$ cat src/rtl/burst_tone_pkg.sv
// Shared types and default timing constants for the burst tone generator.
package burst_tone_pkg;

  typedef enum logic [1:0] {
    IDLE  = 2'd0,
    DELAY = 2'd1,
    HIGH  = 2'd2,
    LOW   = 2'd3
  } tone_state_t;

  localparam int DEF_CLK_HZ    = 50_000_000;
  localparam int DEF_TONE_HZ   = 40_000;
  localparam int DEF_HALF_CLKS = DEF_CLK_HZ / (2 * DEF_TONE_HZ);

endpackage

$ cat src/rtl/tone_half_timer.sv
// Loadable down-counter; tc is high whenever the count sits at zero.
// Holds at zero instead of wrapping, so an unloaded timer stays expired.
module tone_half_timer #(
  parameter int CNT_W = 16
) (
  input  logic             clk_in,
  input  logic             rst_in,
  input  logic             load,
  input  logic [CNT_W-1:0] load_val,
  output logic             tc
);

  logic [CNT_W-1:0] cnt_q;

  always_ff @(posedge clk_in or posedge rst_in) begin
    if (rst_in) begin
      cnt_q <= '0;
    end else if (load) begin
      cnt_q <= load_val;
    end else if (cnt_q != '0) begin
      cnt_q <= cnt_q - CNT_W'(1);
    end
  end

  assign tc = (cnt_q == '0);

endmodule

$ cat src/rtl/burst_tone_gen.sv
// Gated square-wave burst: optional start delay, then N tone cycles.
// state | meaning
// IDLE  | waiting for start_in
// DELAY | counting out D+1 clocks of start delay
// HIGH  | high half of a tone cycle
// LOW   | low half of a tone cycle; last one ends the burst
module burst_tone_gen
  import burst_tone_pkg::*;
#(
  parameter int CLK_HZ    = DEF_CLK_HZ,
  parameter int TONE_HZ   = DEF_TONE_HZ,
  parameter int HALF_CLKS = CLK_HZ / (2 * TONE_HZ),
  parameter int CNT_W     = 16,
  parameter int BURST_W   = 8,
  parameter int DELAY_W   = 16
) (
  input  logic               clk_in,
  input  logic               rst_in,
  input  logic               start_in,
  input  logic [BURST_W-1:0] n_cycles_in,
  input  logic [DELAY_W-1:0] delay_in,
  output logic               sig_out,
  output logic               busy_out,
  output logic               done_out
);

  // A half period spans HALF_CLKS clocks: load HALF_CLKS-1, exit when tc.
  localparam logic [CNT_W-1:0] HALF_LOAD = CNT_W'(HALF_CLKS - 1);

  tone_state_t        state_q, state_d;
  logic [BURST_W-1:0] cyc_q, cyc_d;
  logic               tmr_load;
  logic [CNT_W-1:0]   tmr_val;
  logic               tmr_tc;
  logic               finish;
  logic               sig_d, busy_d, done_d;

  tone_half_timer #(.CNT_W(CNT_W)) u_timer (
    .clk_in   (clk_in),
    .rst_in   (rst_in),
    .load     (tmr_load),
    .load_val (tmr_val),
    .tc       (tmr_tc)
  );

  always_ff @(posedge clk_in or posedge rst_in) begin
    if (rst_in) begin
      state_q  <= IDLE;
      cyc_q    <= '0;
      sig_out  <= 1'b0;
      busy_out <= 1'b0;
      done_out <= 1'b0;
    end else begin
      state_q  <= state_d;
      cyc_q    <= cyc_d;
      sig_out  <= sig_d;
      busy_out <= busy_d;
      done_out <= done_d;
    end
  end

  always_comb begin
    state_d  = state_q;
    cyc_d    = cyc_q;
    tmr_load = 1'b0;
    tmr_val  = '0;
    finish   = 1'b0;
    unique case (state_q)
      IDLE: begin
        if (start_in) begin
          state_d  = DELAY;
          cyc_d    = n_cycles_in;
          tmr_load = 1'b1;
          tmr_val  = CNT_W'(delay_in);
        end
      end
      DELAY: begin
        if (tmr_tc) begin
          if (cyc_q != '0) begin
            state_d  = HIGH;
            tmr_load = 1'b1;
            tmr_val  = HALF_LOAD;
          end else begin
            state_d = IDLE;
            finish  = 1'b1;
          end
        end
      end
      HIGH: begin
        if (tmr_tc) begin
          state_d  = LOW;
          tmr_load = 1'b1;
          tmr_val  = HALF_LOAD;
        end
      end
      LOW: begin
        if (tmr_tc) begin
          cyc_d = cyc_q - BURST_W'(1);
          if (cyc_q == BURST_W'(1)) begin
            state_d = IDLE;
            finish  = 1'b1;
          end else begin
            state_d  = HIGH;
            tmr_load = 1'b1;
            tmr_val  = HALF_LOAD;
          end
        end
      end
      default: state_d = IDLE;
    endcase
  end

  // Outputs are next-state decodes, registered alongside the state.
  always_comb begin
    sig_d  = (state_d == HIGH);
    busy_d = (state_d != IDLE);
    done_d = finish;
  end

endmodule

$ cat config.mk
export PLATFORM = sky130hd
export DESIGN_NAME = burst_tone_gen
export DESIGN_NICKNAME = d
export VERILOG_FILES = /design/src/rtl/burst_tone_pkg.sv /design/src/rtl/tone_half_timer.sv /design/src/rtl/burst_tone_gen.sv
export SDC_FILE = /design/constraint.sdc
export NUM_CORES = 1
export LEC_CHECK = 0
export ABC_AREA = 1
export CORE_UTILIZATION = 55
export CTS_CLUSTER_SIZE = 14
export DETAILED_ROUTE_END_ITERATION = 16
export PLACE_DENSITY_LB_ADDON = 0.15
export SYNTH_ARGS = -nofsm -noshare
export SYNTH_HDL_FRONTEND = slang
export SYNTH_HIERARCHICAL = 1
export SYNTH_SLANG_ARGS = --single-unit
$ cat constraint.sdc
create_clock -name clk_in -period 2.7 [get_ports clk_in]
set_input_delay 0.405 -clock clk_in [delete_from_list [all_inputs] [get_ports clk_in]]
set_output_delay 0.405 -clock clk_in [all_outputs]
set_load 0.1 [all_outputs]
==> results.py <==
metrics = {
    "critical_path": {
        "crit_family": "simple AND/OR/NAND/NOR gates",
        "worstPathCellList": "inv_1, ha_2, nand3_4, nor2_8, nand3_4, inv_1, inv_1, nor2_1, nand3_2, nand2_1, clkinvlp_4, or2_2, nand2_1, nor2_1",
        "slowest_stage": "dfrtp_1",
        "crit_required_ns": 2.88,
        "arrival_ns": 2.65,
        "worst-path-buf-inv": 4,
        "crit_type": "reg -> reg",
        "cp_common_cell": "inv_1",
        "end_kind": "flop",
        "worst_path_largest_cell_delay_ns": 0.37,
        "critPathLaunchType": "flop",
        "critical_path_peak_fanout": 11,
    },
    "logic_synthesis": {
        "synth.cell_area_um2": 2200,
        "synth_warnings": 6,
        "synth-seq-area-share": 0.329,
        "ys_ff_latch": 29,
        "synth_nets": 358,
        "synth_cells": 327,
        "syn_avg_cell_area_um2": 6.74,
        "ys_types": 34,
    },
    "place": {
        "dpl_cell_area_um2": 2520,
        "io_buffers": 29,
        "placed_cells": 400,
        "hpwl_mm": 3.56,
        "gp_congestion": 0.854,
    },
    "routing": {
        "via_per_inst": 4.90,
        "ant_nets": 0,
        "post_drt_wl_per_cell_um": 11.2,
        "drt-total-wl_mm": 4.60,
        "dr.pass1.iters": 4,
        "drtIter0Drc": 115,
        "drc": 0,
        "via_count": 2009,
    },
    "layout": {
        "drive_gt1_frac": 0.141,
        "nets": 392,
        "antennaDiodeCount": 0,
        "area_delta_synth_final_pct": 19.8,
        "stdcell_count": 410,
        "fin_area_um2": 2640,
    },
    "die": {
        "core_region_area_um2": 3740,
        "initial_core_util": 0.589,
        "die_area_um2": 4260,
        "die_w_um": 65.3,
        "rows": 22,
        "ios": 30,
        "dieHeight_um": 65.3,
    },
    "timing": {
        "period_minus_slack_ns": 2.48,
        "skew_ns": 0.00333,
        "worst_pin_slew_ns": 0.607,
        "fmax_ghz": 0.404,
        "fin_tns_setup_ns": 0,
        "hold_violations": 0,
        "holdWs_ns": 0.479,
        "rsz0062_at_grt": "false",
        "finalCritPeriodShare": 0.917,
        "relSlewSlack": 0.595,
        "drv_slew": 0,
        "setup_violations": 0,
    },
    "clock_network": {
        "clock-sinks": 29,
        "clk-insertion-delay-late_ns": 0.28,
        "numCtsBuffers": 5,
        "root_buffer": "clkbuf_8",
        "cts.path.max_buffers": 2,
        "htree_levels": 2,
        "clk_pin_slew_ns": 0.07,
        "cts_hold_buf": 0,
        "cts_tree": "done",
    },
    "flow_run": {
        "cap_violations": 0,
    },
    "worst_hold_path": {
        "hold_path.class": "in -> async",
    },
    "grt": {
        "overflow": 0,
        "grtUsageTotal": 0.242,
        "grt_max_degree": 20,
        "antenna_found_initial": 0,
        "grt_pass1_vias": 1839,
        "grt_pass1_wl_mm": 7.80,
    },
    "outcome": {
        "outcome": "complete, no violations",
    },
    "power": {
        "peakVddDrop_mv": 0.406,
        "power.leakage_nw": 1.40,
        "powerDensity_nw_per_um2": 899,
    },
}
[flip-flops by register name, summed over array words and instances (netlist names)]
register,cells
cyc_q,8
busy_out,1
sig_out,1
done_out,1
u_timer/cnt_q,16
state_q,2
[layer usage]
layer  vias to the layer above  wire length, um  GRT usage
met5                         -                0          0
met4                         0               21     0.0734
li1                       1059                -          -
met1                       918             2090      0.283
met3                         2              148     0.0573
met2                        30             2340      0.433
[final timing paths]
path	from	to	slack, ns	depth (start not counted)
max in group asynchronous	rst_in	u_timer/cnt_q[11]	1.79	2
min in group clk_in	cyc_q[5]	cyc_q[5]	0.53	2
max reg2reg	u_timer/cnt_q[0]	u_timer/cnt_q[9]	0.22	14
min	rst_in	cyc_q[1]	0.48	2
max	u_timer/cnt_q[0]	u_timer/cnt_q[9]	0.22	14
min reg2reg	cyc_q[5]	cyc_q[5]	0.53	2
[cell usage after synthesis]
cell	instances	area [um^2]
buf_6	1	11.3
nor2_4	4	45.0
o211ai_1	1	7.51
buf_4	2	15.0
or2_2	3	18.8
nor2_2	7	43.8
a21oi_2	1	8.76
nor3_1	1	5.00
nand3_1	17	85.1
o21ai_1	6	30.0
nand2_2	6	37.5
nand2_4	1	11.3
nand4_1	3	18.8
o21bai_1	3	22.5
a21oi_1	6	30.0
a21boi_0	1	7.51
nand3_2	2	20.0
nor3_4	1	16.3
nor2_1	47	176
inv_2	2	7.51
buf_2	3	15.0
xor2_1	4	35.0
dfrtp_1	29	726
nor3_2	1	10.0
or2_1	1	6.26
nor2_8	2	40.0
nand2_1	98	368
ha_1	4	50.1
o21ai_0	10	50.1
o31ai_1	1	7.51
inv_1	53	199
o21ai_2	1	8.76
nand3_4	3	52.6
xnor2_1	2	17.5
[logic make-up (layout without fill, tap and decap cells)]
family	Yosys count	after routing	share of synthesized area
simple gates	197	197	0.433
compound gates	30	30	0.0784
buf+inv	61	96	0.112
fa+ha+maj	4	4	0.0227
xor+xnor	6	6	0.0238
flops	29	29	0.329
[stage by stage]
stage               setup slack [ns]  power, mW   util
global placement               0.337       1.97  0.673
floorplan                      0.538       1.75      -
CTS                            0.219       2.36  0.696
detailed placement             0.248       2.00  0.673
global route                  0.0140       2.59  0.705
finish                         0.224       2.37  0.705
[where the power goes]
| part | switching [mW] | leakage, nW | total (mW) | internal, mW |
|---|---|---|---|---|
| Combinational | 0.763 | 0.998 | 1.21 | 0.445 |
| Sequential | 0.196 | 0.359 | 0.810 | 0.614 |
| Clock | 0.177 | 0.0439 | 0.354 | 0.177 |
| Total | 1.14 | 1.40 | 2.37 | 1.24 |
[area by class of cell]
cell class	instances	area [um^2]
clock inverters	3	17.5
clock buffers	5	68.8
fillers	318	1100
well taps	48	60.1
inverters	55	210
flip-flops and latches	29	726
repair buffers	33	325
multi-input cells	237	1230
[worst reg2reg max path, cell delays in order, from the launching register on]
cell,delay [ns]
dfrtp_1,0.37
inv_1,0.13
ha_2,0.26
nand3_4,0.13
nor2_8,0.14
nand3_4,0.11
inv_1,0.12
inv_1,0.07
nor2_1,0.13
nand3_2,0.12
nand2_1,0.14
clkinvlp_4,0.21
or2_2,0.32
nand2_1,0.08
nor2_1,0.04
[cells in the final DEF, fill, tap and decap left out, types with 2 or more instances in the layout]
| cell | instances |
|---|---|
| inv_2 | 2 |
| nand3_2 | 2 |
| nand3_1 | 17 |
| a21oi_1 | 6 |
| nand3_4 | 3 |
| ha_1 | 3 |
| inv_1 | 52 |
| clkinv_2 | 2 |
| clkbuf_8 | 5 |
| o21ai_1 | 6 |
| buf_4 | 6 |
| nor2_8 | 2 |
| xnor2_1 | 2 |
| or2_2 | 3 |
| nand4_1 | 3 |
| o21bai_1 | 3 |
| nor2_2 | 7 |
| clkinvlp_4 | 2 |
| nand2_1 | 98 |
| dfrtp_1 | 29 |
| nand2_2 | 6 |
| o21ai_0 | 10 |
| clkdlybuf4s50_1 | 26 |
| nor2_4 | 4 |
| xor2_1 | 4 |
| nor2_1 | 47 |
[what timing repair did]
item	in CTS	in global routing
gates resized for setup	0	2
setup buffers	0	2
setup endpoints to repair	0	2
Note: power is estimated with default switching activity, not from simulation.
